`src/rtl/id_ctrl_pkg.sv`:
```
// Shared decode constants and the packed ID/EX control bundle for id_stage_ctrl.
// The illegal-instruction field exists only when ILLEGAL_TRAP_EN is defined.
package id_ctrl_pkg;

  localparam int ALUC_BITS = 4;

  localparam logic [5:0] OP_RTYPE = 6'h00;
  localparam logic [5:0] OP_J     = 6'h02;
  localparam logic [5:0] OP_BEQ   = 6'h04;
  localparam logic [5:0] OP_ADDIU = 6'h09;
  localparam logic [5:0] OP_SLTI  = 6'h0a;
  localparam logic [5:0] OP_ANDI  = 6'h0c;
  localparam logic [5:0] OP_ORI   = 6'h0d;
  localparam logic [5:0] OP_XORI  = 6'h0e;
  localparam logic [5:0] OP_LUI   = 6'h0f;
  localparam logic [5:0] OP_LW    = 6'h23;
  localparam logic [5:0] OP_SW    = 6'h2b;

  localparam logic [5:0] FN_SLL  = 6'h00;
  localparam logic [5:0] FN_SRL  = 6'h02;
  localparam logic [5:0] FN_SLLV = 6'h04;
  localparam logic [5:0] FN_SRLV = 6'h06;
  localparam logic [5:0] FN_MOVZ = 6'h0a;
  localparam logic [5:0] FN_MOVN = 6'h0b;
  localparam logic [5:0] FN_ADD  = 6'h20;
  localparam logic [5:0] FN_SUB  = 6'h22;
  localparam logic [5:0] FN_AND  = 6'h24;
  localparam logic [5:0] FN_OR   = 6'h25;
  localparam logic [5:0] FN_XOR  = 6'h26;
  localparam logic [5:0] FN_NOR  = 6'h27;

  localparam logic [ALUC_BITS-1:0] ALUC_ADDU = 4'b0000;
  localparam logic [ALUC_BITS-1:0] ALUC_SUB  = 4'b0001;
  localparam logic [ALUC_BITS-1:0] ALUC_ADD  = 4'b0010;
  localparam logic [ALUC_BITS-1:0] ALUC_AND  = 4'b0011;
  localparam logic [ALUC_BITS-1:0] ALUC_OR   = 4'b0100;
  localparam logic [ALUC_BITS-1:0] ALUC_NOR  = 4'b0101;
  localparam logic [ALUC_BITS-1:0] ALUC_XOR  = 4'b0110;
  localparam logic [ALUC_BITS-1:0] ALUC_SLL  = 4'b1000;
  localparam logic [ALUC_BITS-1:0] ALUC_SRL  = 4'b1001;
  localparam logic [ALUC_BITS-1:0] ALUC_SLLV = 4'b1010;
  localparam logic [ALUC_BITS-1:0] ALUC_SRLV = 4'b1011;
  localparam logic [ALUC_BITS-1:0] ALUC_MOVN = 4'b1100;
  localparam logic [ALUC_BITS-1:0] ALUC_MOVZ = 4'b1110;

  typedef enum logic [1:0] {
    WB_ALU = 2'b00,
    WB_LUI = 2'b01,
    WB_MEM = 2'b10,
    WB_SLT = 2'b11
  } wb_sel_e;

  typedef enum logic [1:0] {
    IMM_NONE,
    IMM_SIGN,
    IMM_ZERO,
    IMM_UPPER
  } imm_kind_e;

  typedef struct packed {
    logic                 rf_w;
    logic [4:0]           wdst;
    logic [4:0]           rs;
    logic [4:0]           rt;
    logic [ALUC_BITS-1:0] aluc;
    logic [4:0]           shamt;
    logic                 alu_src_imm;
    wb_sel_e              wb_sel;
    logic                 dm_r;
    logic                 dm_w;
    logic                 is_beq;
    logic                 is_jump;
    logic [31:0]          imm;
    logic [31:0]          jtarget;
`ifdef ILLEGAL_TRAP_EN
    logic                 illegal;
`endif
  } ctrl_bundle_t;

  function automatic logic [31:0] ext_imm(input imm_kind_e kind, input logic [15:0] raw);
    logic [31:0] r;
    case (kind)
      IMM_SIGN:  r = {{16{raw[15]}}, raw};
      IMM_ZERO:  r = {16'h0000, raw};
      IMM_UPPER: r = {raw, 16'h0000};
      default:   r = 32'h0000_0000;
    endcase
    return r;
  endfunction

endpackage

```
`src/rtl/id_stage_ctrl_if.sv`:
```
// Handshake and decoded-bundle signals between IF/ID, id_stage_ctrl and EX.
// illegal_inst is present only when ILLEGAL_TRAP_EN is defined.
interface id_stage_ctrl_if #(
  parameter int XLEN   = 32,
  parameter int CNT_W  = 16,
  parameter int ALUC_W = 4
);
  logic              in_valid;
  logic              in_ready;
  logic [XLEN-1:0]   inst;
  logic [XLEN-1:0]   pc;
  logic              flush;
  logic              out_valid;
  logic              out_ready;
  logic              rf_w;
  logic [4:0]        wdst;
  logic [4:0]        rs;
  logic [4:0]        rt;
  logic [ALUC_W-1:0] aluc;
  logic [4:0]        shamt;
  logic              alu_src_imm;
  logic [1:0]        wb_sel;
  logic              dm_r;
  logic              dm_w;
  logic              is_beq;
  logic              is_jump;
  logic [XLEN-1:0]   imm;
  logic [XLEN-1:0]   jtarget;
  logic [XLEN-1:0]   pc_out;
  logic [CNT_W-1:0]  stall_cnt;
`ifdef ILLEGAL_TRAP_EN
  logic              illegal_inst;
`endif

  // Pipeline-side view: feeds instructions, flush and EX backpressure.
  modport master (
    output in_valid, inst, pc, flush, out_ready,
    input  in_ready, out_valid, rf_w, wdst, rs, rt, aluc, shamt, alu_src_imm,
           wb_sel, dm_r, dm_w, is_beq, is_jump, imm, jtarget, pc_out, stall_cnt
`ifdef ILLEGAL_TRAP_EN
    , input illegal_inst
`endif
  );

  modport slave (
    input  in_valid, inst, pc, flush, out_ready,
    output in_ready, out_valid, rf_w, wdst, rs, rt, aluc, shamt, alu_src_imm,
           wb_sel, dm_r, dm_w, is_beq, is_jump, imm, jtarget, pc_out, stall_cnt
`ifdef ILLEGAL_TRAP_EN
    , output illegal_inst
`endif
  );

endinterface

```
`src/rtl/id_decode_comb.sv`:
```
// Pure combinational MIPS decoder: instruction word -> control bundle plus
// source-usage flags for the interlock. ILLEGAL_TRAP_EN marks unknown encodings.
module id_decode_comb
  import id_ctrl_pkg::*;
(
  input  logic [31:0]  inst,
  input  logic [29:0]  pc_word,
  output ctrl_bundle_t bundle,
  output logic         uses_rs,
  output logic         uses_rt
);

  logic [5:0] opcode;
  logic [5:0] funct;
  logic [3:0] pc_hi;
  logic       known;
  imm_kind_e  kind;

  assign opcode = inst[31:26];
  assign funct  = inst[5:0];
  // Upper nibble of pc+4 without building the full adder: carry only when pc[27:2] is all ones.
  assign pc_hi  = pc_word[29:26] + {3'b000, &pc_word[25:0]};

  always_comb begin
    // NOTE: every output gets a default before the case so no path leaves a value unassigned (no latch).
    bundle         = '0;
    uses_rs        = 1'b0;
    uses_rt        = 1'b0;
    known          = 1'b1;
    kind           = IMM_NONE;
    bundle.rs      = inst[25:21];
    bundle.rt      = inst[20:16];
    bundle.shamt   = inst[10:6];
    bundle.jtarget = {pc_hi, inst[25:0], 2'b00};

    case (opcode)
      OP_RTYPE: begin
        bundle.rf_w = 1'b1;
        bundle.wdst = inst[15:11];
        uses_rs     = 1'b1;
        uses_rt     = 1'b1;
        case (funct)
          FN_ADD:  bundle.aluc = ALUC_ADD;
          FN_SUB:  bundle.aluc = ALUC_SUB;
          FN_AND:  bundle.aluc = ALUC_AND;
          FN_OR:   bundle.aluc = ALUC_OR;
          FN_XOR:  bundle.aluc = ALUC_XOR;
          FN_NOR:  bundle.aluc = ALUC_NOR;
          FN_SLLV: bundle.aluc = ALUC_SLLV;
          FN_SRLV: bundle.aluc = ALUC_SRLV;
          FN_MOVN: bundle.aluc = ALUC_MOVN;
          FN_MOVZ: bundle.aluc = ALUC_MOVZ;
          FN_SLL: begin
            bundle.aluc = ALUC_SLL;
            uses_rs     = 1'b0;
          end
          FN_SRL: begin
            bundle.aluc = ALUC_SRL;
            uses_rs     = 1'b0;
          end
          default: known = 1'b0;
        endcase
      end
      OP_ADDIU, OP_SLTI, OP_ANDI, OP_ORI, OP_XORI, OP_LUI, OP_LW: begin
        bundle.rf_w        = 1'b1;
        bundle.wdst        = inst[20:16];
        bundle.alu_src_imm = 1'b1;
        uses_rs            = (opcode != OP_LUI);
        case (opcode)
          OP_SLTI: begin
            bundle.aluc   = ALUC_SUB;
            bundle.wb_sel = WB_SLT;
            kind          = IMM_SIGN;
          end
          OP_ANDI: begin
            bundle.aluc = ALUC_AND;
            kind        = IMM_ZERO;
          end
          OP_ORI: begin
            bundle.aluc = ALUC_OR;
            kind        = IMM_ZERO;
          end
          OP_XORI: begin
            bundle.aluc = ALUC_XOR;
            kind        = IMM_ZERO;
          end
          OP_LUI: begin
            bundle.wb_sel = WB_LUI;
            kind          = IMM_UPPER;
          end
          OP_LW: begin
            bundle.dm_r   = 1'b1;
            bundle.wb_sel = WB_MEM;
            kind          = IMM_SIGN;
          end
          default: kind = IMM_SIGN;
        endcase
      end
      OP_SW: begin
        bundle.dm_w        = 1'b1;
        bundle.wdst        = inst[20:16];
        bundle.alu_src_imm = 1'b1;
        kind               = IMM_SIGN;
        uses_rs            = 1'b1;
        uses_rt            = 1'b1;
      end
      OP_BEQ: begin
        bundle.is_beq = 1'b1;
        bundle.wdst   = inst[20:16];
        bundle.aluc   = ALUC_SUB;
        kind          = IMM_SIGN;
        uses_rs       = 1'b1;
        uses_rt       = 1'b1;
      end
      OP_J:    bundle.is_jump = 1'b1;
      default: known = 1'b0;
    endcase

    // nop and unknown encodings leave only the raw instruction fields behind.
    if (inst == 32'h0000_0000 || !known) begin
      bundle.rf_w        = 1'b0;
      bundle.wdst        = 5'd0;
      bundle.aluc        = ALUC_ADDU;
      bundle.alu_src_imm = 1'b0;
      bundle.wb_sel      = WB_ALU;
      bundle.dm_r        = 1'b0;
      bundle.dm_w        = 1'b0;
      bundle.is_beq      = 1'b0;
      bundle.is_jump     = 1'b0;
      kind               = IMM_NONE;
      uses_rs            = 1'b0;
      uses_rt            = 1'b0;
    end

`ifdef ILLEGAL_TRAP_EN
    bundle.illegal = !known;
`endif
    bundle.imm = ext_imm(kind, inst[15:0]);
  end

endmodule

```
`src/rtl/id_stage_ctrl.sv`:
```
// Registered ID stage: decode, valid/ready handshake, load-use interlock, flush
// and saturating stall counter. Define ILLEGAL_TRAP_EN to add illegal_inst.
module id_stage_ctrl
  import id_ctrl_pkg::*;
#(
  parameter int XLEN   = 32,
  parameter int CNT_W  = 16,
  parameter int ALUC_W = 4
) (
  input logic           clk,
  input logic           rst,
  id_stage_ctrl_if.slave bus
);

  if (XLEN != 32) begin : g_xlen_check
    $error("id_stage_ctrl: XLEN must be 32");
  end
  if (ALUC_W != ALUC_BITS) begin : g_aluc_check
    $error("id_stage_ctrl: ALUC_W must match the package ALU code width");
  end

  ctrl_bundle_t     dec;
  ctrl_bundle_t     bundle_q;
  logic             uses_rs;
  logic             uses_rt;
  logic             out_valid_q;
  logic [XLEN-1:0]  pc_q;
  logic [CNT_W-1:0] stall_q;
  logic             hazard;
  logic             in_ready;
  logic             accept;
  logic             valid_d;
  logic             bump;

  id_decode_comb u_decode (
    .inst    (bus.inst),
    .pc_word (bus.pc[XLEN-1:2]),
    .bundle  (dec),
    .uses_rs (uses_rs),
    .uses_rt (uses_rt)
  );

  // A held load whose destination feeds the incoming instruction must drain first.
  assign hazard = bus.in_valid & out_valid_q & bundle_q.dm_r & (bundle_q.wdst != 5'd0) &
                  ((uses_rs & (bundle_q.wdst == dec.rs)) | (uses_rt & (bundle_q.wdst == dec.rt)));

  assign in_ready = (~out_valid_q | bus.out_ready) & ~hazard & ~bus.flush;
  assign accept   = bus.in_valid & in_ready;

  always_comb begin
    valid_d = out_valid_q;
    bump    = 1'b0;
    if (bus.flush) begin
      valid_d = 1'b0;
    end else if (accept) begin
      valid_d = 1'b1;
    end else if (bus.out_ready) begin
      // EX took the bundle and nothing replaces it; under a hazard this empty slot is the bubble.
      valid_d = 1'b0;
      bump    = hazard & (stall_q != {CNT_W{1'b1}});
    end
  end

  // NOTE: the whole ID/EX register is a handful of flops, so every bit is reset, not just out_valid.
  always_ff @(posedge clk or posedge rst) begin
    if (rst) begin
      out_valid_q <= 1'b0;
      bundle_q    <= '0;
      pc_q        <= '0;
      stall_q     <= '0;
    end else begin
      // NOTE: non-blocking assignments keep every register update sampled from pre-edge values.
      out_valid_q <= valid_d;
      if (accept) begin
        bundle_q <= dec;
        pc_q     <= bus.pc;
      end
      if (bump) begin
        stall_q <= stall_q + 1'b1;
      end
    end
  end

  assign bus.in_ready    = in_ready;
  assign bus.out_valid   = out_valid_q;
  assign bus.rf_w        = bundle_q.rf_w;
  assign bus.wdst        = bundle_q.wdst;
  assign bus.rs          = bundle_q.rs;
  assign bus.rt          = bundle_q.rt;
  assign bus.aluc        = bundle_q.aluc;
  assign bus.shamt       = bundle_q.shamt;
  assign bus.alu_src_imm = bundle_q.alu_src_imm;
  assign bus.wb_sel      = bundle_q.wb_sel;
  assign bus.dm_r        = bundle_q.dm_r;
  assign bus.dm_w        = bundle_q.dm_w;
  assign bus.is_beq      = bundle_q.is_beq;
  assign bus.is_jump     = bundle_q.is_jump;
  assign bus.imm         = bundle_q.imm;
  assign bus.jtarget     = bundle_q.jtarget;
  assign bus.pc_out      = pc_q;
  assign bus.stall_cnt   = stall_q;
`ifdef ILLEGAL_TRAP_EN
  assign bus.illegal_inst = bundle_q.illegal;
`endif

endmodule

```
`src/flat_wrapper.sv`:
```
// flat-port wrapper written by rule: the top's interface ports become plain ports
module id_stage_ctrl_flat import id_ctrl_pkg::*;
#(
  parameter int XLEN   = 32,
  parameter int CNT_W  = 16,
  parameter int ALUC_W = 4
)
  (clk, rst, bus_in_valid, bus_inst, bus_pc, bus_flush, bus_out_ready, bus_in_ready, bus_out_valid, bus_rf_w, bus_wdst, bus_rs, bus_rt, bus_aluc, bus_shamt, bus_alu_src_imm, bus_wb_sel, bus_dm_r, bus_dm_w, bus_is_beq, bus_is_jump, bus_imm, bus_jtarget, bus_pc_out, bus_stall_cnt);
  id_stage_ctrl_if #(.XLEN(XLEN), .CNT_W(CNT_W), .ALUC_W(ALUC_W)) bus_i ();
  input logic clk;
  input logic rst;
  input wire logic [$bits(bus_i.in_valid)-1:0] bus_in_valid;
  input wire logic [$bits(bus_i.inst)-1:0] bus_inst;
  input wire logic [$bits(bus_i.pc)-1:0] bus_pc;
  input wire logic [$bits(bus_i.flush)-1:0] bus_flush;
  input wire logic [$bits(bus_i.out_ready)-1:0] bus_out_ready;
  output wire logic [$bits(bus_i.in_ready)-1:0] bus_in_ready;
  output wire logic [$bits(bus_i.out_valid)-1:0] bus_out_valid;
  output wire logic [$bits(bus_i.rf_w)-1:0] bus_rf_w;
  output wire logic [$bits(bus_i.wdst)-1:0] bus_wdst;
  output wire logic [$bits(bus_i.rs)-1:0] bus_rs;
  output wire logic [$bits(bus_i.rt)-1:0] bus_rt;
  output wire logic [$bits(bus_i.aluc)-1:0] bus_aluc;
  output wire logic [$bits(bus_i.shamt)-1:0] bus_shamt;
  output wire logic [$bits(bus_i.alu_src_imm)-1:0] bus_alu_src_imm;
  output wire logic [$bits(bus_i.wb_sel)-1:0] bus_wb_sel;
  output wire logic [$bits(bus_i.dm_r)-1:0] bus_dm_r;
  output wire logic [$bits(bus_i.dm_w)-1:0] bus_dm_w;
  output wire logic [$bits(bus_i.is_beq)-1:0] bus_is_beq;
  output wire logic [$bits(bus_i.is_jump)-1:0] bus_is_jump;
  output wire logic [$bits(bus_i.imm)-1:0] bus_imm;
  output wire logic [$bits(bus_i.jtarget)-1:0] bus_jtarget;
  output wire logic [$bits(bus_i.pc_out)-1:0] bus_pc_out;
  output wire logic [$bits(bus_i.stall_cnt)-1:0] bus_stall_cnt;
  assign bus_i.in_valid = bus_in_valid;
  assign bus_i.inst = bus_inst;
  assign bus_i.pc = bus_pc;
  assign bus_i.flush = bus_flush;
  assign bus_i.out_ready = bus_out_ready;
  assign bus_in_ready = bus_i.in_ready;
  assign bus_out_valid = bus_i.out_valid;
  assign bus_rf_w = bus_i.rf_w;
  assign bus_wdst = bus_i.wdst;
  assign bus_rs = bus_i.rs;
  assign bus_rt = bus_i.rt;
  assign bus_aluc = bus_i.aluc;
  assign bus_shamt = bus_i.shamt;
  assign bus_alu_src_imm = bus_i.alu_src_imm;
  assign bus_wb_sel = bus_i.wb_sel;
  assign bus_dm_r = bus_i.dm_r;
  assign bus_dm_w = bus_i.dm_w;
  assign bus_is_beq = bus_i.is_beq;
  assign bus_is_jump = bus_i.is_jump;
  assign bus_imm = bus_i.imm;
  assign bus_jtarget = bus_i.jtarget;
  assign bus_pc_out = bus_i.pc_out;
  assign bus_stall_cnt = bus_i.stall_cnt;
  id_stage_ctrl #(.XLEN(XLEN), .CNT_W(CNT_W), .ALUC_W(ALUC_W)) u_core (.clk(clk), .rst(rst), .bus(bus_i));
endmodule
```
`config.mk`:
```
export PLATFORM = sky130hd
export DESIGN_NAME = id_stage_ctrl_flat
export DESIGN_NICKNAME = d
export VERILOG_FILES = /design/src/rtl/id_ctrl_pkg.sv /design/src/rtl/id_stage_ctrl_if.sv /design/src/rtl/id_decode_comb.sv /design/src/rtl/id_stage_ctrl.sv /design/src/flat_wrapper.sv
export SDC_FILE = /design/constraint.sdc
export NUM_CORES = 1
export LEC_CHECK = 0
export CAP_MARGIN = 20
export CORE_ASPECT_RATIO = 1.2
export CORE_MARGIN = 10
export CORE_UTILIZATION = 41
export DETAILED_ROUTE_END_ITERATION = 10
export PLACE_DENSITY = 0.85
export SLEW_MARGIN = 0
export SYNTH_ARGS = -nofsm -noshare
export SYNTH_HDL_FRONTEND = slang
export SYNTH_SLANG_ARGS = --single-unit
export TNS_END_PERCENT = 30
```
`constraint.sdc`:
```
create_clock -name clk -period 3.6 [get_ports clk]
set_clock_uncertainty 0.2 [all_clocks]
set_input_delay 0.36 -clock clk [delete_from_list [all_inputs] [get_ports clk]]
set_output_delay 0.36 -clock clk [all_outputs]
set_load 0.01 [all_outputs]
```
==> results of run 1 <==
[repair_timing]
action	4_1_cts	5_1_grt
pin swaps	0	0
setup endpoints to repair	1	1
gates resized for setup	1	2
[power breakdown]
group | internal (W) | total, W | switching, W | leakage [nW]
logic | 0.000634 | 0.00105 | 0.000416 | 2.08
clock network | 0.00124 | 0.00189 | 0.000651 | 0.316
registers | 0.00161 | 0.00172 | 0.000117 | 1.60
total | 0.00348 | 0.00466 | 0.00118 | 4.00
[synthesized netlist by cell type (all sizes together) (2+ instances only)]
cell / n
dfrtp: 128
mux2: 75
buf: 31
xnor2: 24
clkbuf: 19
a211o: 16
a22o: 16
nand4: 16
nor2: 16
o22a: 15
or4: 13
nand2: 12
o21ai: 12
nand3: 11
nor4: 11
a21oi: 9
inv: 8
nor2b: 8
and3: 7
a32o: 5
nor3: 5
xor2: 5
a21o: 4
nand2b: 4
ha: 3
and2: 2
and3b: 2
mux2i: 2
nor4b: 2
o21a: 2
o2bb2ai: 2
o32ai: 2
or3: 2
[cell type report]
type	count	area, µm²	share of cell area, %
Timing Repair Buffer	260	2540	27.0
Inverter	8	33.8	0.359
Clock inverter	11	175	1.86
Multi-Input combinational cell	319	2720	28.9
Sequential cell	128	3200	34.0
Clock buffer	21	480	5.10
Antenna cell	2	5.00	0.0531
Tap cell	204	255	2.71
[sequential cells by signal, indices dropped and copies added (netlist names)]
register	flops
u_core.bus.imm	32
u_core.bus.is_beq	1
u_core.bus.stall_cnt	16
u_core.bus.dm_r	1
u_core.bus.wb_sel	2
u_core.bus.dm_w	1
u_core.bus.rt	4
u_core.bus.wdst	5
u_core.bus.pc_out	32
u_core.bus.alu_src_imm	1
u_core.bus.is_jump	1
u_core.bus.rs	4
u_core.bus.rf_w	1
u_core.bus.aluc	4
u_core.bus.out_valid	1
u_core.bus.shamt	4
u_core.bus.jtarget	18
[worst min-delay path by stage]
stage                       startpoint              endpoint  slack, ns  cells after the start
finish                             rst      u_core.bus.rt[2]       0.25                      2
global route                       rst      u_core.bus.rs[1]       0.32                      2
CTS                                rst      u_core.bus.rs[1]       0.28                      2
detailed placement  u_core.bus.is_jump    u_core.bus.is_jump       0.28                      1
global placement    u_core.bus.is_jump    u_core.bus.is_jump       0.26                      1
floorplan                    bus_flush  u_core.bus.out_valid       0.22                      1
[layer usage]
metal / global-route usage, % / wire [µm]
met1: 21.5 / 7820
met5: 0 / 0
met4: 8.13 / 564
met2: 33.5 / 10500
met3: 7.22 / 1600
[per-stage QoR]
step / instance area (µm²) / worst slack (ns) / hold slack (ns)
floorplan: 6280 / 0.0521 / 0.223
global placement: 8750 / -0.293 / 0.263
detailed placement: 8750 / -0.266 / 0.278
CTS: 9410 / 0.0228 / 0.281
global route: 9420 / 0.00622 / 0.318
finish: 9420 / 0.116 / 0.253
[cells by family after synthesis]
logic type,after synthesis,share of synthesized area (%)
compound gates,92,11.9
xor+xnor,29,4.05
fa+ha+maj,3,0.598
buf+inv,58,5.96
flops,128,51.0
mux,77,15.6
other cells,1,0.0598
simple gates,116,10.8
==> metrics.cfg, run 1 <==
[setup_path]
worstSetupStartpoint = bus_inst[30]
rrSetupSlack_ns = 0.64
critPathKind = primary input to output port
cp-endpoint = bus_in_ready
cpMaxStageDelayCell = or4_4
crit_required_ns = 3.04
crit_buf_inv = 2
worst_setup_path_end_kind = output port
crit_fanout = 3
crit_family = simple AND/OR/NAND/NOR gates
slowest_delay_ns = 0.55
reg2reg_depth = 8
critical_path_depth = 8
arrival_ns = 2.92
cpMostUsedCell = or4_1
r2r_start = u_core.bus.wdst[0]
r2r-end = u_core.bus.jtarget[2]
cp-start-kind = primary input
worstPathCellList = clkdlybuf4s50_1, or4_1, or4_1, or4_4, o21ai_2, nor2_1, nor3_2, clkdlybuf4s15_1

[cts]
cts_buffers = 17
insertion_delay_ns = 0.41
holdBufCountCts = 0
root_buffer = clkbuf_16
cts_tree = yes
clock_sinks = 128
clk_pin_slew_ns = 0.06
htreeDepth = 4
cts_setup_buffers = 0
ctsLongestPathBuffers = 2

[die]
fp.dieW_um = 133
coreArea_um2 = 15000
dieArea_um2 = 20700
fp-row-count = 49
io_pins = 215
initial_utilization_pct = 41.8
die_y_um = 156

[logic_synthesis]
avgSynthCellArea_um2 = 12.4
synth_flop_cell = dfrtp_1
ys_seq_elements = 128
synth_area_leaders = dfrtp_1 51%, mux2_2 7.7%, mux2_4 7.2%, xnor2_1 3.3%, buf_4 2.3%
yosysTopAreaCell = dfrtp_1
synth.cell_area_um2 = 6270
async_reset_ff_share_pct = 100
synth_edf_count = 0
synthesis.instances = 504
yosys_warnings = 0
yosysSeqAreaShare_pct = 51.0
synth_cell_types = 58
synth_top_area_share_pct = 51.0

[power_and_ir_drop]
powerDensity_nw_per_um2 = 495
ir_worst_vdd_mv = 0.339
leakagePower_nw = 4.00
total_power_w = 0.00466

[routing]
routed_wl_um = 20500
vias = 5164
wl_per_cell_um = 21.5
drc_errors = 0
viasPerCell = 5.42
first_iter_violations = 310
drt_pass1_iterations = 5
ant_nets = 0

[placement]
dpl.hpwl_um = 15500
routabilityCongestion = 0.927
dp.cells = 919
port_buffers = 212

[global_routing]
track_usage_pct = 19.6
grt.overflow.total = 0
antenna_found_initial = 2
grt_pass1_vias = 5563
grt_max_degree = 74
grt_pass1_wl_um = 31900

[timing]
tns_ns = 0
worst_slew_pin_slew_ns = 1.07
hold_viol = 0
rsz0062_at_grt = false
fmax_mhz = 287
slew_headroom_pct = 28.5
slew_viol_final = 0
finalSetupViolCount = 0
fin_crit_ns = 3.48
fin_crit_sh_pct = 96.8

[job]
maxCapViolCount = 0

[final_layout]
fin_nets = 806
layoutNonFillerInstCount = 953
fillers = 1143
drive_above_1_share_pct = 21.7
final_common_cell = clkdlybuf4s50_1
final_cell_mix = 211 x clkdlybuf4s50_1, 128 x dfrtp_1, 43 x mux2_2, 43 x buf_4, 30 x mux2_4
syn_to_final_growth_pct = 50.1
utilization_pct = 62.7

[worst_hold_path]
min_path_type = primary input to async pin

[run_status]
outcome = completed

Power figures use the tool's default switching activity.
==> run 2: changes to the inputs <==
- HOLD_SLACK_MARGIN: not set -> 0.08
==> results of run 2 <==
No change in the layout: final DEF, timing and power equal those of run 1.
==> run 3: changes to the inputs <==
- PLACE_DENSITY: 0.85 -> not set
- PLACE_DENSITY_LB_ADDON: not set -> 0.12
==> run 3 against run 2 <==
  * Combinational power hardly changed
  * Largest cell class unchanged
  * Final cell count is 0.63% lower
  * Critical endpoint unchanged
  * Highest routed layer unchanged
  * Sequential power hardly changed
  * Register-to-register slack better by 0.03 ns
  * Utilization is 0.73 points lower
  * First-iteration DRC count is 26% lower
  * Maximum frequency is 2.6% higher
==> metrics.cfg, run 3 (synthesis gave the netlist of run 1 again) <==
[run_status]
outcome = completed

[routing]
ant_nets = 0  ; unchanged
wl_per_cell_um = 20.2  ; -6.2%
viasPerCell = 5.24  ; -3.3%
routed_wl_um = 19100  ; -6.8%
drt_pass1_iterations = 4  ; -1
drc_errors = 0  ; unchanged
first_iter_violations = 230  ; -26%
vias = 4960  ; -4.0%

[timing]
whs_ns = 0.283  ; +0.0301 ns
slew_viol_final = 0  ; unchanged
tns_ns = 0  ; unchanged
fin_crit_sh_pct = 94.3  ; -2.5 points
fmax_mhz = 295  ; +2.6%
rsz0062_at_grt = false
slew_headroom_pct = 26.7  ; -1.7 points
hold_viol = 0  ; unchanged
worst_slew_pin_slew_ns = 1.09  ; +0.0259 ns
setup_ws_ns = 0.206  ; +0.0899 ns
fin_crit_ns = 3.39  ; -0.0899 ns
finalSetupViolCount = 0  ; unchanged

[cts]
cts_tree = yes
htreeDepth = 4  ; unchanged
clock_sinks = 128  ; unchanged
insertion_delay_ns = 0.41  ; about the same
cts_setup_buffers = 0  ; unchanged
ctsLongestPathBuffers = 2  ; unchanged
root_buffer = clkbuf_16
cts_buffers = 17  ; unchanged
clk_pin_slew_ns = 0.06  ; about the same

[global_routing]
grt.overflow.total = 0  ; unchanged
grt_pass1_vias = 5307  ; -4.6%
grt_pass1_wl_um = 30400  ; -4.9%
track_usage_pct = 18.3  ; -1.2 points
antenna_found_initial = 2  ; unchanged
grt_max_degree = 129  ; +74%

[final_layout]
drive_above_1_share_pct = 20.9  ; -0.77 points
utilization_pct = 62.0  ; -0.73 points
syn_to_final_growth_pct = 48.3
final_cell_mix = 211 x clkdlybuf4s50_1, 128 x dfrtp_1, 43 x mux2_2
fin_area_um2 = 9310  ; -1.2%
final_common_cell = clkdlybuf4s50_1
fin_nets = 800  ; -0.74%

[placement]
dpl-instance-area_um2 = 8710  ; -0.51%
port_buffers = 212  ; unchanged
dpl_worst_slack_ns = -0.230  ; +0.0351 ns
routabilityCongestion = 0.853  ; -7.9%
dpl.hpwl_um = 14100  ; -8.9%

[power_and_ir_drop]
leakagePower_nw = 3.94  ; -1.6%
ir_worst_vdd_mv = 0.296  ; -13%
powerDensity_nw_per_um2 = 481  ; -2.8%

[die]
fp-row-count = 49  ; unchanged
dieArea_um2 = 20700  ; unchanged
coreArea_um2 = 15000  ; unchanged
io_pins = 215  ; unchanged
initial_utilization_pct = 41.8  ; unchanged
die_y_um = 156  ; unchanged
fp.dieW_um = 133  ; unchanged

[setup_path]
crit_fanout = 2  ; -1
cp-start-kind = primary input
arrival_ns = 2.83  ; -0.09 ns
critPathKind = primary input to output port
worst_setup_path_end_kind = output port
crit_required_ns = 3.04  ; about the same

[job]
maxCapViolCount = 0  ; unchanged

[worst_hold_path]
min_path_type = flop to flop

==> run 3: cell types whose count changed in the layout (fill, tap and decap cells not counted) <==
cell | previous run | this run
buf_4 | 43 | 37
bufinv_16 | 4 | 2
clkbuf_1 | 0 | 1
clkbuf_2 | 0 | 1
clkbuf_8 | 4 | 3
clkdlybuf4s15_1 | 1 | 0
clkinvlp_4 | 3 | 5
nor3_1 | 4 | 5
nor3_2 | 1 | 0
==> run 3: final cells by class <==
class                      count  area (µm²)
clock buffer                  21         470
fill                        1219        5710
tap                          204         255
inverter                       8        33.8
clock inverter                11         130
sequential                   128        3200
antenna                        2        5.00
timing repair buffer         254        2490
multi-input combinational    319        2720
==> run 3: what timing repair did <==
action | CTS | global route
endpoints found under the setup margin | 1 | 1
pin swaps | 0 | 0
gates resized for setup | 1 | 3
hold buffers | 0 | 0
gates cloned | 0 | 0
==> run 3: critical path, stage by stage <==
cell and delay, ns:
clkdlybuf4s50_1 0.43, or4_1 0.58, or4_1 0.44, or4_4 0.54, o21ai_2 0.08, nor2_1 0.07
nor3_1 0.14, clkbuf_2 0.18
==> run 3: stage by stage <==
step,power [W],instances
floorplan,0.00220,505
global placement,0.00277,913
detailed placement,0.00278,913
CTS,0.00454,945
global route,0.00468,947
finish,0.00448,947
==> run 3: layer usage <==
metal	global-route usage, %	vias to the layer above	share of wire (%)
met5	0	-	0
met2	30.1	186	49
met1	21.7	2436	41
met4	5.56	0	1.2
li1	-	2324	-
met3	7.31	14	8.4
==> run 3: worst paths after layout <==
check / endpoint / from / cells past startpoint / slack [ns]
setup / recovery: bus_in_ready / bus_inst[28] / 8 / 0.21
hold / removal: u_core.bus.is_jump / u_core.bus.is_jump / 1 / 0.28
setup reg to reg: u_core.bus.jtarget[15] / u_core.bus.wdst[0] / 8 / 0.67
hold reg to reg: u_core.bus.is_jump / u_core.bus.is_jump / 1 / 0.28
max in group asynchronous: u_core.bus.aluc[3] / rst / 3 / 2.40
min in group asynchronous: u_core.bus.rs[2] / rst / 3 / 0.29
==> run 3: where the power goes <==
| part | internal [W] | switching [W] |
|---|---|---|
| combinational | 0.000629 | 0.000406 |
| clock | 0.00108 | 0.000655 |
| sequential | 0.00161 | 0.000105 |
| total | 0.00332 | 0.00117 |
